File: src/rtl/wb_stage_pkg.sv
// -----------------------------------------------------------------------------
// wb_stage_pkg
// Shared constants and types for the writeback/commit stage: bus widths,
// machine trap CSR addresses, the writeback FSM state encoding and the
// field layout of the mem->wb bus.
// -----------------------------------------------------------------------------
package wb_stage_pkg;

  localparam int MEM_WB_BUS_WIDTH       = 150;
  localparam int WB_TO_DECODE_BUS_WIDTH = 33;

  localparam logic [11:0] CSR_MTVEC  = 12'h305;
  localparam logic [11:0] CSR_MEPC   = 12'h341;
  localparam logic [11:0] CSR_MCAUSE = 12'h342;

  typedef enum logic [1:0] {
    WB_BOOT   = 2'd0,
    WB_IDLE   = 2'd1,
    WB_COMMIT = 2'd2
  } wb_state_e;

  // Field order is MSB->LSB exactly as the memory stage packs the bus.
  typedef struct packed {
    logic [31:0] pc;
    logic        rd_we;
    logic [4:0]  rd;
    logic [31:0] rd_wdata;
    logic        jmp_flag;
    logic [31:0] jmp_target;
    logic        ecall;
    logic        mret;
    logic        csr_we;
    logic [11:0] csr_addr;
    logic [31:0] csr_wdata;
  } mem_wb_bus_t;

endpackage

File: src/rtl/wb_csr.sv
// -----------------------------------------------------------------------------
// wb_csr
// Machine trap CSRs (mtvec, mepc, mcause) owned by the writeback stage.
// Ports:
//   clk_i, rst_n_i           clock / asynchronous active-low reset
//   i_we, i_waddr, i_wdata   software CSR write port (unknown addresses dropped)
//   i_trap, i_trapPc,
//   i_trapCause              ecall trap update (overrides writes to mepc/mcause)
//   i_raddr, o_rdata         combinational read port, 0 for unimplemented CSRs
//   o_mtvec, o_mepc          current values for the redirect mux
// -----------------------------------------------------------------------------
module wb_csr
  import wb_stage_pkg::*;
(
  input  logic        clk_i,
  input  logic        rst_n_i,
  input  logic        i_we,
  input  logic [11:0] i_waddr,
  input  logic [31:0] i_wdata,
  input  logic        i_trap,
  input  logic [31:0] i_trapPc,
  input  logic [31:0] i_trapCause,
  input  logic [11:0] i_raddr,
  output logic [31:0] o_rdata,
  output logic [31:0] o_mtvec,
  output logic [31:0] o_mepc
);

  logic [31:0] r_mtvec;
  logic [31:0] r_mepc;
  logic [31:0] r_mcause;

  // CSR registers. A trap owns mepc/mcause for its cycle, but a write to
  // mtvec in the same instruction still lands.
  always_ff @(posedge clk_i or negedge rst_n_i) begin
    if (!rst_n_i) begin
      r_mtvec  <= '0;
      r_mepc   <= '0;
      r_mcause <= '0;
    end else begin
      if (i_we && (i_waddr == CSR_MTVEC)) begin
        r_mtvec <= i_wdata;
      end
      if (i_trap) begin
        r_mepc   <= i_trapPc;
        r_mcause <= i_trapCause;
      end else if (i_we) begin
        if (i_waddr == CSR_MEPC) begin
          r_mepc <= i_wdata;
        end
        if (i_waddr == CSR_MCAUSE) begin
          r_mcause <= i_wdata;
        end
      end
    end
  end

  // Read port sees registered values only; no bypass of a same-cycle write.
  always_comb begin
    o_rdata = '0;
    case (i_raddr)
      CSR_MTVEC:  o_rdata = r_mtvec;
      CSR_MEPC:   o_rdata = r_mepc;
      CSR_MCAUSE: o_rdata = r_mcause;
      default:    o_rdata = '0;
    endcase
  end

  assign o_mtvec = r_mtvec;
  assign o_mepc  = r_mepc;

endmodule

File: src/rtl/wb_stage.sv
// -----------------------------------------------------------------------------
// wb_stage
// Writeback/commit stage of the multi-cycle NPC core. Retires one instruction
// per mem_wb_valid_i pulse, performs RF and CSR writes, resolves ecall/mret/
// jump redirects and pulses wb_finish_o with wb_fetch_bus_o to fetch. After
// every reset release a single boot redirect to RESET_PC is issued.
// Ports:
//   clk_i, rst_n_i                     clock / asynchronous active-low reset
//   mem_wb_valid_i, mem_wb_bus_i       completed instruction from memory stage
//   rf_we_o, rf_waddr_o, rf_wdata_o    register-file write port
//   csr_raddr_i, csr_rdata_o           combinational CSR read port
//   wb_finish_o, wb_fetch_bus_o        retire/boot pulse and {jmp_flag, target}
// Optional macro WB_DIFFTEST_EN adds commit_valid_o, commit_pc_o, commit_npc_o.
// -----------------------------------------------------------------------------
module wb_stage
  import wb_stage_pkg::*;
#(
  parameter logic [31:0] RESET_PC    = 32'h8000_0000,
  parameter logic [31:0] ECALL_CAUSE = 32'd11
) (
  input  logic                              clk_i,
  input  logic                              rst_n_i,
  input  logic                              mem_wb_valid_i,
  input  logic [MEM_WB_BUS_WIDTH-1:0]       mem_wb_bus_i,
  output logic                              rf_we_o,
  output logic [4:0]                        rf_waddr_o,
  output logic [31:0]                       rf_wdata_o,
  input  logic [11:0]                       csr_raddr_i,
  output logic [31:0]                       csr_rdata_o,
  output logic                              wb_finish_o,
  output logic [WB_TO_DECODE_BUS_WIDTH-1:0] wb_fetch_bus_o
`ifdef WB_DIFFTEST_EN
  ,
  output logic                              commit_valid_o,
  output logic [31:0]                       commit_pc_o,
  output logic [31:0]                       commit_npc_o
`endif
);

  wb_state_e   r_state;
  wb_state_e   w_nextState;
  logic        r_live;
  mem_wb_bus_t r_bus;

  logic        w_csrWe;
  logic        w_trap;
  logic [31:0] w_mtvec;
  logic [31:0] w_mepc;

  // r_live is low for the first cycle after release so that BOOT, which is
  // also the reset state, drives nothing while reset is held and issues its
  // pulse in the cycle after the first clock edge.
  always_ff @(posedge clk_i or negedge rst_n_i) begin
    if (!rst_n_i) begin
      r_state <= WB_BOOT;
      r_live  <= 1'b0;
      r_bus   <= '0;
    end else begin
      r_live  <= 1'b1;
      r_state <= w_nextState;
      if ((r_state == WB_IDLE) && mem_wb_valid_i) begin
        r_bus <= mem_wb_bus_t'(mem_wb_bus_i);
      end
    end
  end

  // Next-state and output decode. Valid in BOOT or COMMIT is deliberately
  // ignored; fetch never issues before seeing wb_finish_o.
  always_comb begin
    w_nextState    = r_state;
    wb_finish_o    = 1'b0;
    wb_fetch_bus_o = '0;
    rf_we_o        = 1'b0;
    rf_waddr_o     = '0;
    rf_wdata_o     = '0;
    w_csrWe        = 1'b0;
    w_trap         = 1'b0;
    case (r_state)
      WB_BOOT: begin
        if (r_live) begin
          wb_finish_o    = 1'b1;
          wb_fetch_bus_o = {1'b1, RESET_PC};
          w_nextState    = WB_IDLE;
        end
      end
      WB_IDLE: begin
        if (mem_wb_valid_i) begin
          w_nextState = WB_COMMIT;
        end
      end
      WB_COMMIT: begin
        wb_finish_o = 1'b1;
        rf_we_o     = r_bus.rd_we & (r_bus.rd != 5'd0) & ~r_bus.ecall;
        rf_waddr_o  = r_bus.rd;
        rf_wdata_o  = r_bus.rd_wdata;
        w_csrWe     = r_bus.csr_we;
        w_trap      = r_bus.ecall;
        // Redirect uses pre-write CSR values.
        if (r_bus.ecall) begin
          wb_fetch_bus_o = {1'b1, w_mtvec};
        end else if (r_bus.mret) begin
          wb_fetch_bus_o = {1'b1, w_mepc};
        end else if (r_bus.jmp_flag) begin
          wb_fetch_bus_o = {1'b1, r_bus.jmp_target};
        end
        w_nextState = WB_IDLE;
      end
      default: begin
        w_nextState = WB_BOOT;
      end
    endcase
  end

  wb_csr u_csr (
    .clk_i       (clk_i),
    .rst_n_i     (rst_n_i),
    .i_we        (w_csrWe),
    .i_waddr     (r_bus.csr_addr),
    .i_wdata     (r_bus.csr_wdata),
    .i_trap      (w_trap),
    .i_trapPc    (r_bus.pc),
    .i_trapCause (ECALL_CAUSE),
    .i_raddr     (csr_raddr_i),
    .o_rdata     (csr_rdata_o),
    .o_mtvec     (w_mtvec),
    .o_mepc      (w_mepc)
  );

`ifdef WB_DIFFTEST_EN
  // Difftest commit record, valid only while committing.
  always_comb begin
    commit_valid_o = 1'b0;
    commit_pc_o    = '0;
    commit_npc_o   = '0;
    if (r_state == WB_COMMIT) begin
      commit_valid_o = 1'b1;
      commit_pc_o    = r_bus.pc;
      commit_npc_o   = wb_fetch_bus_o[32] ? wb_fetch_bus_o[31:0] : (r_bus.pc + 32'd4);
    end
  end
`endif

endmodule
File: config.mk
export PLATFORM = sky130hd
export DESIGN_NAME = wb_stage
export DESIGN_NICKNAME = d
export VERILOG_FILES = /design/src/rtl/wb_stage_pkg.sv /design/src/rtl/wb_csr.sv /design/src/rtl/wb_stage.sv
export SDC_FILE = /design/constraint.sdc
export NUM_CORES = 1
export LEC_CHECK = 0
export ABC_CLOCK_PERIOD_IN_PS = 5200
export CAP_MARGIN = 10
export CORE_ASPECT_RATIO = 1.2
export CORE_UTILIZATION = 30
export DETAILED_ROUTE_END_ITERATION = 16
export GPL_TIMING_DRIVEN = 1
export HOLD_SLACK_MARGIN = 0.15
export PLACE_DENSITY = 0.55
export SLEW_MARGIN = 20
export SYNTH_ARGS = -nofsm -noshare
export SYNTH_HDL_FRONTEND = slang
export SYNTH_HIERARCHICAL = 1
export SYNTH_SLANG_ARGS = --single-unit
File: constraint.sdc
create_clock -name clk_i -period 5.2 [get_ports clk_i]
set_input_delay 0.52 -clock clk_i [delete_from_list [all_inputs] [get_ports clk_i]]
set_output_delay 0.52 -clock clk_i [all_outputs]
set_load 0.01 [all_outputs]
## Yosys cells after proc, flatten, opt, wreduce, memory -nomap -nowiden

Cells that the tools add are included.

- Bits of input ports: 165
- Word-level logic and storage cells: 61
- Bits in registers: 249

- Bitwise gates (word level): 3
- Equality and inequality tests: 10
- Reduce and logical (&&, ||, !) cells: 10
- Mux-type cells: 22

Operators with widths:

| cell | number |
|---|---|
| two-way mux 32 bit | 7 |
| two-way mux 33 bit | 4 |
| one-hot mux 32 bit (3 select lines) | 1 |
| == test 12 x 10 -> 1 bit, second input constant | 6 |
| one-hot mux 33 bit (2 select lines) | 1 |
| one-hot mux 2 bit (3 select lines) | 1 |
| AND reduction 2 bit | 3 |
| nonzero test 2 bit | 3 |
| two-way mux 5 bit | 1 |
| nonzero test 5 bit | 1 |
| two-way mux 1 bit | 4 |
| two-way mux 2 bit | 2 |
| != test 2 bit, second input constant | 2 |
| bitwise AND 1 bit | 2 |
| == test 2 x 1 -> 1 bit, second input constant | 1 |
| == test 2 bit, second input constant | 1 |
| logical AND 1 bit | 2 |
| logical NOT 2 bit | 1 |
| one-hot mux 1 bit (2 select lines) | 1 |
| NOT 1 bit | 1 |

## Logic depth before layout (Yosys ltp)

Gate-level depths: netlist of the first run.

- Word-level depth: 4
- Gate-level depth with buffers: 9
- Depth with buffers taken out: 6

## Hierarchy

The synthesis of the first run kept the hierarchy.

By module, submodules not included:

| module | instances | seq. area each (um2) | area each (um2) | cells an instance |
|---|---|---|---|---|
| wb_stage | 1 | 3828.7 | 7180.6 | 495 |
| wb_csr | 1 | 2402.3 | 5311.3 | 410 |

## Least setup slack after synthesis of the first run

No wires, ideal clock.

- Path kind: register to register
- Start point: reg r_state[0]
- End point: reg u_csr.r_mcause[29]
- Setup time: 128 ps
- Setup slack: 2732 ps
- Data arrival time: 2341 ps
- Cell stages (with the launch flop): 8
- Required time: 5072 ps
- Cell sequence: dfrtp_1 nor2b_1 clkbuf_1 and2_1 clkbuf_1 buf_1 mux2_2 mux2_1

- Longest elaborated chain between the ends: 4
- Elaborated cells between the ends (all ways): 7

RTL lines:

| element | line | RTL |
|---|---|---|
| from (decl) | wb_stage.sv:40 | `wb_state_e r_state;` |
| from (signal assigned) | wb_stage.sv:60 | `r_state <= w_nextState;` |
| == test 2 bit * | wb_stage.sv:78 | `case (r_state)` |
| two-way mux 1 bit * | wb_stage.sv:78 |  |
| named net w_trap | wb_stage.sv:46 | `logic w_trap;` |
| nonzero test 2 bit (no line) | -- |  |
| AND reduction 2 bit (no line) | -- |  |
| to (signal assigned) | wb_csr.sv:46 | `r_mcause <= i_trapCause;` |
| to (signal assigned) | wb_csr.sv:52 | `r_mcause <= i_wdata;` |
| to (decl) | wb_csr.sv:31 | `logic [31:0] r_mcause;` |

The timed path passes the listed nets; every way through them passes the cells marked *.
A chain may end at the register's enable or synchronous reset.

## Final worst setup path of the first run

- Start point: in csr_raddr_i[2]
- End point: out csr_rdata_o[24]

- Longest elaborated chain between the ends: 2
- Elaborated cells between the ends (all ways): 4

RTL lines:

| element | line | RTL |
|---|---|---|
| from (decl) | wb_stage.sv:28 | `input logic [11:0] csr_raddr_i,` |
| == test 12 x 10 -> 1 bit | wb_csr.sv:61 | `case (i_raddr)` |
| one-hot mux 32 bit (3 select lines) * | wb_csr.sv:61 |  |
| to (decl) | wb_stage.sv:29 | `output logic [31:0] csr_rdata_o,` |

Mark *: on every way between the ends. The rest lies on a longest branch, timed or not.

==> impl_results.md, run 1 <==
* Sw Ratio at 0.3023
* Clock buffer depth at 3
* # DRC at 0
* R2R cell count at 4
* Worst slew pin tran at 1.108 ns
* Pint at roughly 0.006 W
* CTS root buf: clkbuf_16
* Clock sinks at between 200 and 250
* Status: completed
* Mean Syn Cell Area at 13.80 um2
* Post-route setup TNS at 0 ns
* Initial Util at 0.3051
* Number of synthesized flops with an enable pin at 0
* Post-CTS Hold Fix Bufs at 1
* Synth Cell Area at 12,490 um2
* Hpwl dp at approximately 24 mm
* CP delay by family, top: simple AND/OR/NAND/NOR gates
* Layout area overhead at 33.12%
* Combinational share of power at 0.334
* DR iter-0 viols at 450
* CP Max Fanout at 32
* Die footprint at 42,460 um2
* Site Rows at 81
* First-pass GRT wire length at 55.55 mm
* RR Startpoint: r_bus[46]$_DFFE_PN0P_
* Asr flop ratio synth at 1.000
* Kind of start point of the critical path: input pin
* Synth Instances at 905
* Sequential Power Share at 0.412
* Via count at 8,448
* Rel. slew slack at 0.2596
* Die height at 225.5 um
* Max Cap Violations at 0
* Pin count of the biggest net entering global routing at 127
* First-pass DRT Iterations at 5
* Avg WL per Cell at roughly 21 um
* Via density at between 4 and 5
* ANT nets after route at 0
* FILL cells at approximately 3,900
* Yosys Warn Count at 6
* Grt total ovfl at 0
* Commonest non-fill, non-tap cells in the layout: clkdlybuf4s50_1, dfrtp_1, mux2_2, mux2_4, and2_1
* Peak VDD IR at 0.2525 mV
* Max-slew violations at 0
* Ports at 269
* Crit path buffers/inverters at 2
* GRT Resource Usage Total at 0.1722
* Vias in the first global route at 8,895
* Sequential cell area fraction in the yosys report at 0.4988
* Worst hold path class: in2async
* Clock power frac at 0.254
* Dominant synthesized flop cell: dfrtp_1
* Pwr dens at 507.8 nW/um2
* Critical path arrival at ~3.1 ns
* Clock Latency Late Sink at 0.55 ns
* IO Port Bufs at 268
* Final hold vios at 0
* Crit. End Element: output port
* Number of CTS-inserted buffers at 29
* Setup violators final at 0
* Total power at approximately 0.0084 W
* Initial antenna violation count at 4
* Sw Pwr at 0.002553 W
* Synth Register Bits at 249
* Count of nets after finishing at 1,341
* RD Place Congestion at 0.7268
* Leakage power at ~6.9 nW
* Period utilization at 0.6997
* Yosys cell types at 43
* CTS tree: yes
* Min cycle time layout at 3.638 ns
* Highest Clock Rate at roughly 270 MHz
* Core area at between 40,000 and 50,000 um2
* Cell Chain, Critical Path: clkdlybuf4s50_1 > nor2b_4 > nand3_1 > o21ai_0 > clkdlybuf4s50_1
* Most common cell after layout, fill and taps aside: clkdlybuf4s50_1
* Slowest CP cell: nor2b_4
* Critical path type: in2out
* Post-CTS Setup Inserts at 0
* Crit-path most repeated cell: clkdlybuf4s50_1
* Share of cells above drive strength 1 at 0.3197
* Worst path max stage delay at 0.90 ns
* Clock transition at the registers of the reported paths at 0.06 ns
* Post-CTS sizing at 0
* Routed WL at 36.95 mm
* RSZ-0062 raised after global routing: no
* Clock Skew at around 0.0076 ns
* Htree depth at 1
* Reg2Reg Setup Slack at 2.09 ns
* Worst path required time at 4.68 ns
* Worst R2R End: u_csr/r_mcause[15]$_DFFE_PN0P_
* Die W at 188.3 um
worst max path at each step:
stage | start | cells after the start | endpoint | slack, ns
finish | csr_raddr_i[2] | 5 | csr_rdata_o[24] | 1.56
global route | csr_raddr_i[6] | 7 | csr_rdata_o[16] | 1.44
CTS | csr_raddr_i[6] | 7 | csr_rdata_o[16] | 1.55
detailed placement | csr_raddr_i[6] | 7 | csr_rdata_o[16] | 1.58
global placement | csr_raddr_i[6] | 7 | csr_rdata_o[16] | 1.58
floorplan | r_state[0]$_DFFE_PN0P_ | 7 | u_csr/r_mcause[29]$_DFFE_PN0P_ | 2.73
metrics by stage:
stage | util | hold slack (ns) | cells | setup slack (ns) | instance area, um2
2_1_floorplan | - | 0.2244 | 936 | 2.732 | 12610
3_3_place_gp | 0.3809 | 0.4829 | 1682 | 1.584 | 15590
3_5_place_dp | 0.3809 | 0.4855 | 1682 | 1.579 | 15590
4_1_cts | 0.4054 | 0.5012 | 1736 | 1.549 | 16600
5_1_grt | 0.4062 | 0.5115 | 1741 | 1.435 | 16630
6_report | 0.4062 | 0.4975 | 1741 | 1.562 | 16630
cell usage after synthesis, types with 2 or more instances:
cell type	count	area (um2)
mux2_2	187	2106
inv_1	2	7.510
clkbuf_1	32	120.1
mux2_1	4	45.04
dfrtp_1	249	6231
a22oi_1	32	240.2
buf_6	4	45.04
buf_4	6	45.04
nor2_1	6	22.52
nor4b_1	2	17.52
nor3_1	30	150.1
and2_1	39	244.0
buf_12	13	260.3
conb_1	2	7.510
nand4bb_1	2	22.52
mux2_4	119	1787
nand2_1	3	11.26
or3_1	2	12.51
o21ai_0	29	145.1
nor2b_1	34	212.7
nand3_1	32	160.2
buf_2	13	65.06
a221oi_1	32	280.3
buf_1	5	18.77
o21ai_1	7	35.03
nand2b_1	2	12.51
routing by layer:
metal / vias to the layer above / part of all wire / track usage
met2: 257 / 0.49 / 0.2856
met3: 46 / 0.044 / 0.02024
met5: - / 0 / 0
met1: 4317 / 0.44 / 0.2315
met4: 0 / 0.024 / 0.05927
li1: 3828 / - / -
worst register-to-register path, stage by stage, from the launching register on:
cell and delay (ns):
dfrtp_2 0.69, buf_4 0.45, and2_4 0.52, or3_2 0.88, mux2_2 0.45
power groups by stage:
stage	clock network, W	logic (W)	registers, W
floorplan	0	0.00222	0.00321
global placement	0	0.00280	0.00351
detailed placement	0	0.00285	0.00351
CTS	0.00221	0.00286	0.00348
global route	0.00228	0.00305	0.00359
finish	0.00214	0.00282	0.00348
registers in the layout, summed over array words and instances, names as in the netlist:
| register | count |
|---|---|
| r_live | 1 |
| r_state | 2 |
| r_bus | 150 |
| u_csr/r_mcause | 32 |
| u_csr/o_mtvec | 32 |
| u_csr/o_mepc | 32 |
logic make-up after synthesis:
group | after synthesis | synth area share
compound gates | 101 | 0.05659
buf+inv | 76 | 0.04537
flops | 249 | 0.4988
mux | 310 | 0.3152
other cells | 2 | 0.0006012
simple gates | 167 | 0.08343
layout make-up:
class,count,area (um2),share of cell area
flip-flops and latches,249,6233,0.3748
well taps,539,674.4,0.04055
inverters,2,7.507,0.0004514
clock buffers,45,855.8,0.05146
repair buffers,283,2840,0.1708
clock inverters,8,140.1,0.008427
multi-input cells,611,5868,0.3529
diodes,4,10.01,0.0006019
(Power assumes the default switching activity.)
==> inputs of run 2 (changes only) <==
Settings changed: ABC_CLOCK_PERIOD_IN_PS 5200 to 3100, PLACE_DENSITY 0.55 to 0.57.
Clock period 5.2 ns to 3.1 ns, I/O delays scaled along.
==> impl_results.md, run 2 (synthesis gave the netlist of run 1 again) <==
* RR Startpoint: r_state[1]$_DFFE_PN0P_ (was r_bus[46]$_DFFE_PN0P_)
* Kind of start point of the critical path: input pin (unchanged)
* CTS tree: yes (unchanged)
* GRT Resource Usage Total at 0.1731 (was 0.1722)
* Status: completed (unchanged)
* Pwr dens at 840.8 nW/um2 (was 507.8 nW/um2)
* Finished Core Util at 0.4104 (was 0.4062)
* Max-slew violations at 0 (unchanged)
* Routed WL at 36.61 mm (was 36.95 mm)
* Htree depth at 1 (unchanged)
* Hpwl dp at 23.68 mm (was 23.82 mm)
* CTS root buf: clkbuf_16 (unchanged)
* Max Cap Violations at 0 (unchanged)
* Most common cell after layout, fill and taps aside: clkdlybuf4s50_1 (unchanged)
* Clock Latency Late Sink at 0.56 ns (was 0.55 ns)
* Reg2Reg Setup Slack at 0.52 ns (was 2.09 ns)
* Leakage power at 6.964 nW (was 6.896 nW)
* RSZ-0062 raised after global routing: yes (was no)
* IO Port Bufs at 268 (unchanged)
* # DRC at 0 (unchanged)
* Clock power frac at 0.243 (was 0.254)
* Via count at 8,437 (was 8,448)
* Die W at 188.3 um (unchanged)
* Core area at 40,940 um2 (unchanged)
* Clock sinks at 249 (unchanged)
* Max reg flops at 150 (unchanged)
* Layout area overhead at 34.51% (was 33.12%)
* Site Rows at 81 (unchanged)
* Period utilization at 0.9655
* R2R cell count at 6 (was 4)
* Combinational share of power at 0.345 (was 0.334)
* Peak VDD IR at 0.4500 mV (was 0.2525 mV)
* Rel. slew slack at 0.4349 (was 0.2596)
* Crit-path most repeated cell: clkdlybuf4s50_1 (unchanged)
* Commonest non-fill, non-tap cells in the layout: clkdlybuf4s50_1, dfrtp_1, mux2_2, mux2_4, and2_1 (unchanged)
* RD Place Congestion at 0.7649 (was 0.7268)
* Ports at 269 (unchanged)
* Cell Chain, Critical Path: clkdlybuf4s50_1 > or4b_1 > nor4_4 > buf_12 > a22oi_1 > o21ai_0 > clkdlybuf4s50_1 (was clkdlybuf4s50_1 > nor2b_4 > nand3_1 > o21ai_0 > clkdlybuf4s50_1)
* Sequential Power Share at 0.413 (was 0.412)
* Hold path start: mem_wb_bus_i[142]
* Pint at 0.009828 W (was 0.005893 W)
* Share of cells above drive strength 1 at 0.3245 (was 0.3197)
* Worst Hold Depth at 2
* Die height at 225.5 um (unchanged)
* Number of CTS-inserted buffers at 28 (was 29)
* Hold Slack at 0.3616 ns (was 0.4975 ns)
* Via density at 4.835 (was 4.852)
* FILL cells at 3,840 (was 3,899)
* Die footprint at 42,460 um2 (unchanged)
* Sw Ratio at 0.3043 (was 0.3023)
* Slowest CP cell: clkdlybuf4s50_1 (was nor2b_4)
* Final Cell Area at 16,800 um2 (was 16,630 um2)
* Grt total ovfl at 0 (unchanged)
* Worst path max stage delay at 0.59 ns (was 0.90 ns)
* Avg WL per Cell at 20.98 um (was 21.22 um)
* Count of nets after finishing at 1,350 (was 1,341)
* Final hold vios at 0 (unchanged)
* Initial Util at 0.3051 (unchanged)
* Min cycle time layout at 2.993 ns
* Pin count of the biggest net entering global routing at 100 (was 127)
* Highest Clock Rate at roughly 330 MHz
* DR iter-0 viols at 318 (was 450)
* Critical path arrival at 2.68 ns (was 3.12 ns)
* Post-CTS Setup Inserts at 0 (unchanged)
* Sw Pwr at 0.004299 W (was 0.002553 W)
* Clock Skew at 0.01516 ns (was 0.007573 ns)
* Critical path type: in2out (unchanged)
* Placement Cell Area at 15,840 um2 (was 15,590 um2)
* Clock buffer depth at 3 (unchanged)
* Hold Path End: r_bus[142]$_DFFE_PN0P_
* Initial antenna violation count at 2 (was 4)
* Worst slew pin tran at 0.8476 ns (was 1.108 ns)
* First-pass DRT Iterations at 6 (was 5)
* Vias in the first global route at 8,810 (was 8,895)
* Top reg by flops: r_bus (unchanged)
* Post-route setup TNS at 0 ns (unchanged)
* Worst hold path class: in2reg (was in2async)
* Worst path required time at 2.79 ns (was 4.68 ns)
* Clock transition at the registers of the reported paths at 0.07 ns (was 0.06 ns)
* Setup violators final at 0 (unchanged)
* Crit. End Element: output port (unchanged)
* ANT nets after route at 0 (unchanged)
* CP Max Fanout at 32 (unchanged)
* First-pass GRT wire length at 55.71 mm (was 55.55 mm)
* Worst R2R End: u_csr/o_mtvec[12]$_DFFE_PN0P_ (was u_csr/r_mcause[15]$_DFFE_PN0P_)
run 2: cell count changes in the layout (fill, tap and decap cells not counted):
cell        delta
nand2b_4       +1
clkinvlp_4     +1
nor2b_4        +1
clkbuf_1       -1
bufinv_16      -1
nor2b_2        -1
buf_6          +1
clkinv_4       +1
clkbuf_8       -3
nand2b_2       -1
buf_12        +12
buf_4          -3
diode_2        -3
run 2: power groups by stage:
stage / clock network (W) / logic, W / registers (W)
finish: 0.00343 / 0.00487 / 0.00583
global route: 0.00366 / 0.00526 / 0.00602
CTS: 0.00354 / 0.00492 / 0.00584
detailed placement: 0 / 0.00489 / 0.00589
global placement: 0 / 0.00480 / 0.00588
floorplan: 0 / 0.00373 / 0.00538
run 2: worst max-delay path by stage:
stage,start,to,slack (ns),cells after the start
after floorplan,r_state[0]$_DFFE_PN0P_,u_csr/r_mcause[29]$_DFFE_PN0P_,0.63,7
after global placement,csr_raddr_i[5],csr_rdata_o[24],0.17,7
after detailed placement,csr_raddr_i[5],csr_rdata_o[9],0.1,7
after CTS,csr_raddr_i[5],csr_rdata_o[9],0.09,7
after global routing,csr_raddr_i[5],csr_rdata_o[9],-0.008,7
final,csr_raddr_i[5],csr_rdata_o[9],0.11,7
run 2: cell type report:
class | instances | area, um2 | area share
clock inverter | 9 | 126.4 | 0.007521
multi-input combinational | 611 | 5878 | 0.3498
timing repair buffer | 293 | 3069 | 0.1827
clock buffer | 41 | 810.8 | 0.04825
sequential | 249 | 6233 | 0.3710
tap | 539 | 674.4 | 0.04014
antenna | 1 | 2.502 | 0.0001489
inverter | 2 | 7.507 | 0.0004468
run 2: metrics by stage:
| step | std cells | power [W] | worst slack (ns) |
|---|---|---|---|
| after detailed placement | 1693 | 0.01078 | 0.09697 |
| after CTS | 1744 | 0.01431 | 0.09094 |
| after global placement | 1693 | 0.01068 | 0.1697 |
| after global routing | 1744 | 0.01494 | -0.008069 |
| after floorplan | 936 | 0.009112 | 0.6315 |
| final | 1745 | 0.01413 | 0.1071 |
run 2: repair_timing:
action,4_1_cts,5_1_grt
hold endpoints to repair,96,0
resized for setup,1,1
endpoints found under the setup margin,11,3
hold buffers,1,0
run 2: metal layers:
metal  global-route usage  part of all wire  vias to the layer above  wire length, um
met5                    0           0.00036                        -               13
met4              0.05324             0.023                        2              836
met3              0.02912             0.053                       51             1935
met2               0.2897              0.49                      268            17790
met1               0.2277              0.44                     4269            16030
li1                     -                 -                     3847                -
run 2: worst max-delay path, delay by kind of cell:
kind	cells	cell delay, ns
AOI/OAI and AO/OA	2	0.24
buffers and inverters	3	1.33
and+or+nand+nor	2	0.79
==> variant 1, RTL diff (settings of run 2) <==
Reset style: synchronous (`rst_n_i`), changed in 2 clocked blocks. Comments in the files are not updated.
--- a/src/rtl/wb_csr.sv
+++ b/src/rtl/wb_csr.sv
@@ -32,7 +32,7 @@
 
   // CSR registers. A trap owns mepc/mcause for its cycle, but a write to
   // mtvec in the same instruction still lands.
-  always_ff @(posedge clk_i or negedge rst_n_i) begin
+  always_ff @(posedge clk_i) begin
     if (!rst_n_i) begin
       r_mtvec  <= '0;
       r_mepc   <= '0;
--- a/src/rtl/wb_stage.sv
+++ b/src/rtl/wb_stage.sv
@@ -50,7 +50,7 @@
   // r_live is low for the first cycle after release so that BOOT, which is
   // also the reset state, drives nothing while reset is held and issues its
   // pulse in the cycle after the first clock edge.
-  always_ff @(posedge clk_i or negedge rst_n_i) begin
+  always_ff @(posedge clk_i) begin
     if (!rst_n_i) begin
       r_state <= WB_BOOT;
       r_live  <= 1'b0;
Check against the original RTL: differs if rst_n_i is asserted again (counterexample within 4 cycles, from zero or initial values and one cycle with rst_n_i low); with rst_n_i held inactive, the same outputs for 4 cycles.
==> variant 1 against run 2 <==
  * Register-to-register slack better by 0.12 ns
  * Routed wire length up 2.0%
  * Setup slack better by 0.027 ns
  * Cell area down 8.7%
  * Area after synthesis down 10%
  * Clock skew down 0.0064 ns
  * Count of clock-buffer cells in the layout unchanged
  * Sequential cell count unchanged
  * Utilization up 0.55 points
  * Critical endpoint is now csr_rdata_o[31]
  * Highest routed layer unchanged
Power is not compared: it rests on default switching activity, and its combinational part moved more than twofold at a synthesized area within 25%.
==> variant 1: results (changes against run 2) <==
largest_reg_flops: 150  # unchanged
maxUsedRoutingLayer: "met5"  # unchanged
async_reset_ff_share_pct: 0  # was 100%
antenna_found_initial: 4  # was 2
clockBufferDepth: 3  # unchanged
fin_nets: 1706  # was 1350
htreeDepth: 1  # unchanged
synth_commonest_cells: "365 x nand2_1, 249 x dfxtp_1, 95 x a21boi_1, 87 x a21boi_0, 53 x clkbuf_1"  # was 249 x dfrtp_1, 187 x mux2_2, 119 x mux2_4, 39 x and2_1, 34 x nor2b_1
vias_per_cell: 5.05  # was 4.83
cp.arrival_ns: 2.66  # was 2.68 ns
preCtsSetupSlack_ns: 0.139  # was 0.0970 ns
synth_area_leaders: "dfxtp_1 44%, nand2_1 12%, a21boi_1 6.3%, a21boi_0 5.8%, a221o_1 3.0%"  # was dfrtp_1 50%, mux2_2 17%, mux2_4 14%, a221oi_1 2.2%, buf_12 2.1%
drive_above_1_share_pct: 6.98  # was 32.4%
p_leak_nw: 5.70
relSlewSlack_pct: 32.2  # was 43.5%
first_iter_violations: 849  # was 318
yosysSeqAreaShare_pct: 44.4  # was 49.9%
ys.flop_type: "dfxtp_1"  # was dfrtp_1
root_buffer: "clkbuf_16"  # unchanged
wl_met2_mm: 17.6  # was 17.8 mm
ir_worst_vdd_v: 0.000294
p_int_mw: 5.81
clk_pin_slew_worst_paths_ns: 0.06
ys_types: 47  # was 43
skew_ns: 0.00880  # was 0.0152 ns
largest-register: "r_bus"  # unchanged
crit_fanout: 32  # unchanged
grt_max_degree: 127  # was 100
track_usage_pct: 19.3  # was 17.3%
met3RoutedLength_mm: 3.13  # was 1.94 mm
syn_avg_cell_area_sq_um: 8.62  # was 13.8 sq um
crit_path_max_incr_delay_ns: 0.59  # about the same
gr-total-overflow: 0  # unchanged
instances_no_fill: 2038  # was 1745
gp_congestion: 0.774  # was 0.765
dp_hpwl_mm: 23.1  # was 23.7 mm
grt_pass1_vias: 10200  # was 8810
wl_met1_mm: 15.8  # was 16.0 mm
first_pass_iters: 8  # was 6
placed_area_sq_um: 14300  # was 15800 sq um
numPortBuffers: 268  # unchanged
cp_top_family: "buffers and inverters"  # unchanged
final_util_pct: 41.6  # was 41.0%
grt_use_met1_pct: 24.8  # was 22.8%
grt_util_met2_pct: 32.2  # was 29.0%
wl_mm: 37.3  # was 36.6 mm
cpMaxStageDelayCell: "or4_4"  # was clkdlybuf4s50_1
status: "completed"  # unchanged
post-cts-setup-buffers: 0  # unchanged
grt_pass1_wl_mm: 58.4  # was 55.7 mm
insertion_delay_ns: 0.54  # was 0.56 ns
worstHoldPathType: "input pin to flip-flop"  # unchanged
yosys_warnings: 6  # unchanged
gr-usage-met3_pct: 4.73  # was 2.91%
numCtsBuffers: 29  # was 28
==> variant 1: cell count changes after synthesis, sizes merged, moves of 31 or more <==
cell / delta
a222oi: +32
dfrtp: -249
inv: +32
dfxtp: +249
a221o: +50
nand2: +362
nand3: -31
a22oi: -32
mux2: -310
a21boi: +182
and3: +50
==> variant 1: tightest hold or removal path: cells and delay by family <==
family	cells	cell delay (ns)
simple gates	1	0.05
compound gates	1	0.05
buf+inv	1	0.39
==> variant 1: power groups by stage <==
stage | clock (mW) | sequential [mW] | combinational (mW)
floorplan | 0 | 3.38 | 0.302
global placement | 0 | 3.40 | 0.601
detailed placement | 0 | 3.40 | 0.606
CTS | 3.67 | 3.33 | 0.609
global route | 3.82 | 3.34 | 0.664
finish | 3.58 | 3.33 | 0.602
==> variant 1: final cells by class <==
cell class	count	area (sq um)
Tap cell	474	593
Inverter	34	128
Multi-Input combinational cell	936	5690
Clock inverter	11	164
Clock buffer	41	841
Sequential cell	249	4990
Fill cell	3714	21600
Antenna cell	2	5.00
Timing Repair Buffer	291	2930
==> variant 1: worst paths after layout <==
| check | from | endpoint | cells past startpoint | slack, ns |
|---|---|---|---|---|
| max reg2reg | r_state[1] | u_csr/r_mcause[7] | 6 | 0.64 |
| min reg2reg | r_bus[82] | r_bus[82] | 2 | 0.45 |
| min | mem_wb_bus_i[93] | r_bus[93] | 3 | 0.31 |
| max | csr_raddr_i[3] | csr_rdata_o[31] | 7 | 0.13 |
==> variant 1: timing repair <==
item                       in CTS  in global routing
hold endpoints to repair       12                  0
gates resized for setup         0                  1
hold buffers                    1                  0
setup endpoints to repair       0                 13
==> variant 1: cell families after synthesis <==
group	after synthesis	share of synthesized area (%)
compound gates	329	23.8
other cells	2	0.0668
simple gates	561	24.0
mux	14	1.25
flops	249	44.4
buf+inv	149	6.54
==> variant 2, RTL diff (flow settings as in run 2) <==
Without the edit above. Change the parameter `RESET_PC` from 32'h8000_0000 to 32'h60000000.
--- a/src/rtl/wb_stage.sv
+++ b/src/rtl/wb_stage.sv
@@ -15,7 +15,7 @@
 module wb_stage
   import wb_stage_pkg::*;
 #(
-  parameter logic [31:0] RESET_PC    = 32'h8000_0000,
+  parameter logic [31:0] RESET_PC    = 32'h60000000,
   parameter logic [31:0] ECALL_CAUSE = 32'd11
 ) (
   input  logic                              clk_i,
Function: changed (Yosys sat finds a counterexample within 4 cycles, from zero or initial values and one cycle with rst_n_i low).
==> variant 2 against run 2 <==
  * Total power decreased by 6.3%
  * Global-route usage hardly changed
  * Sequential cell count unchanged
  * Cell area fell by 2.4%
  * Routed wire length fell by 3.7%
  * Setup slack worse by 0.031 ns
  * Area after synthesis fell by 3.6%
  * Via count increased by 0.56%
  * Critical endpoint is now csr_rdata_o[4]
==> variant 2: results (changes against run 2) <==
status: "completed"  # unchanged
synth_edf_count: 0  # unchanged
async_reset_ff_share_pct: 100  # unchanged
ys_types: 45  # was 43
clockBufferDepth: 3  # unchanged
cp_top_family: "buffers and inverters"  # unchanged
vias_per_cell: 4.85  # was 4.83
via_count: 8484  # was 8437
tightest_slew_ns: 0.799  # was 0.848 ns
yosys_warnings: 6  # unchanged
ys.flop_type: "dfrtp_1"  # unchanged
synth_commonest_cells: "249 x dfrtp_1, 187 x mux2_2, 93 x mux2_1, 55 x o21ai_0, 39 x and2_1"  # was 249 x dfrtp_1, 187 x mux2_2, 119 x mux2_4, 39 x and2_1, 34 x nor2b_1
ir_worst_vdd_v: 0.000395  # was 0.000450 V
fin_nets: 1360  # was 1350
grt_max_degree: 97  # was 100
skew_ns: 0.00876  # was 0.0152 ns
insertion_delay_ns: 0.54  # was 0.56 ns
syn_avg_cell_area_sq_um: 13.3  # was 13.8 sq um
numCtsBuffers: 28  # unchanged
gp_congestion: 0.769  # was 0.765
crit_fanout: 16  # was 32
first_iter_violations: 315  # was 318
grt_pass1_wl_mm: 54.3  # was 55.7 mm
yosysSeqAreaShare_pct: 51.8  # was 49.9%
crit_path_max_incr_delay_ns: 0.60
antenna_found_initial: 3  # was 2
first_pass_iters: 4  # was 6
worstHoldPathType: "input pin to asynchronous set/reset pin"  # was input pin to flip-flop
cpMaxStageDelayCell: "clkdlybuf4s50_1"  # unchanged
track_usage_pct: 17.3  # about the same
p_leak_nw: 6.73  # was 6.96 nW
drive_above_1_share_pct: 26.1  # was 32.4%
largest-register: "r_bus"  # unchanged
htreeDepth: 1  # unchanged
synth_area_leaders: "dfrtp_1 52%, mux2_2 17%, mux2_1 8.7%, mux2_4 3.7%, a221oi_1 2.3%"  # was dfrtp_1 50%, mux2_2 17%, mux2_4 14%, a221oi_1 2.2%, buf_12 2.1%
dp_hpwl_mm: 23.5  # was 23.7 mm
preCtsSetupSlack_ns: 0.00613  # was 0.0970 ns
wl_mm: 35.3  # was 36.6 mm
numPortBuffers: 268  # unchanged
largest_reg_flops: 150  # unchanged
cp.arrival_ns: 2.71  # was 2.68 ns
grt_pass1_vias: 8936  # was 8810
dp.cells: 1695  # was 1693
cap_violations: 0  # unchanged
fillCellCount: 3811  # was 3840
clk_pin_slew_worst_paths_ns: 0.06
root_buffer: "clkbuf_16"  # unchanged
[variant 2: cell types whose count changed in the layout (fill, tap and decap cells not counted), sizes merged, moves of 2 or more]
cell                  run 2  this run
dlymetal6s2s              0         3
nor2                      7        32
clkbuf                   41        44
buf                      25        36
nor3                     30         3
clkdlybuf4s50           267       264
nor2b                    34         6
o22ai                     1         3
o21ai                    36        62
[variant 2: metrics by stage]
stage / power, mW / cell area, sq um
final: 13.2 / 16400
after global routing: 14.0 / 16400
after detailed placement: 9.90 / 15400
after CTS: 13.4 / 16400
after global placement: 9.77 / 15400
after floorplan: 8.32 / 12200
[variant 2: cell families (layout without fill, tap and decap cells)]
group / count (synthesis) / after routing / synth area share (%)
muxes: 310 / 310 / 29.9
DFF: 249 / 249 / 51.8
and+or+nand+nor: 138 / 138 / 6.88
AOI/OAI and AO/OA: 129 / 129 / 7.06
buffers and inverters: 76 / 358 / 4.30
other: 2 / 34 / 0.0624
[variant 2: final timing paths]
kind / from / to / slack [ns] / depth (start not counted)
setup / recovery: csr_raddr_i[6] / csr_rdata_o[4] / 0.08 / 8
hold / removal: rst_n_i / u_csr/o_mepc[13] / 0.36 / 2
setup reg to reg: r_state[1] / u_csr/o_mepc[6] / 0.61 / 6
hold reg to reg: r_bus[42] / r_bus[42] / 0.47 / 1
max in group asynchronous: rst_n_i / r_bus[45] / 1.90 / 3
min in group clk_i: mem_wb_bus_i[113] / r_bus[113] / 0.36 / 2
[variant 2: area by class of cell]
cell class	instances	area, sq um	area share, %
Multi-Input combinational cell	610	5460	33.3
Clock buffer	44	882	5.38
Timing Repair Buffer	304	3050	18.6
Sequential cell	249	6230	38.0
Antenna cell	1	2.50	0.0153
Inverter	2	7.51	0.0458
Clock inverter	8	90.1	0.549
Tap cell	533	667	4.07
[variant 2: report_power, final]
group	switching [mW]	internal [mW]
Sequential	1.02	4.70
Combinational	1.66	2.40
Clock	1.35	2.11
Total	4.03	9.20
[variant 2: layer usage]
metal | track usage [%] | share of wire, % | vias up
met2 | 28.9 | 48 | 279
met3 | 3.16 | 6.4 | 61
met4 | 6.03 | 2.6 | 4
met5 | 0 | 0.085 | -
li1 | - | - | 3855
met1 | 22.3 | 43 | 4285
[variant 2: repair_timing]
action                                  in CTS  in global routing
pin swaps                                    0                  2
cloned                                       0                  1
hold buffers                                 1                  0
resized for setup                            1                  8
buffers inserted                             0                  1
hold endpoints to repair                    79                  0
endpoints found under the setup margin       2                 32
[variant 2: worst reg2reg max path: stages, from the launching register on]
cell and delay, ns:
dfrtp_1 0.42, and2b_2 0.24, buf_4 0.21, and2_4 0.26
or3_2 0.49, buf_4 0.34, mux2_1 0.41
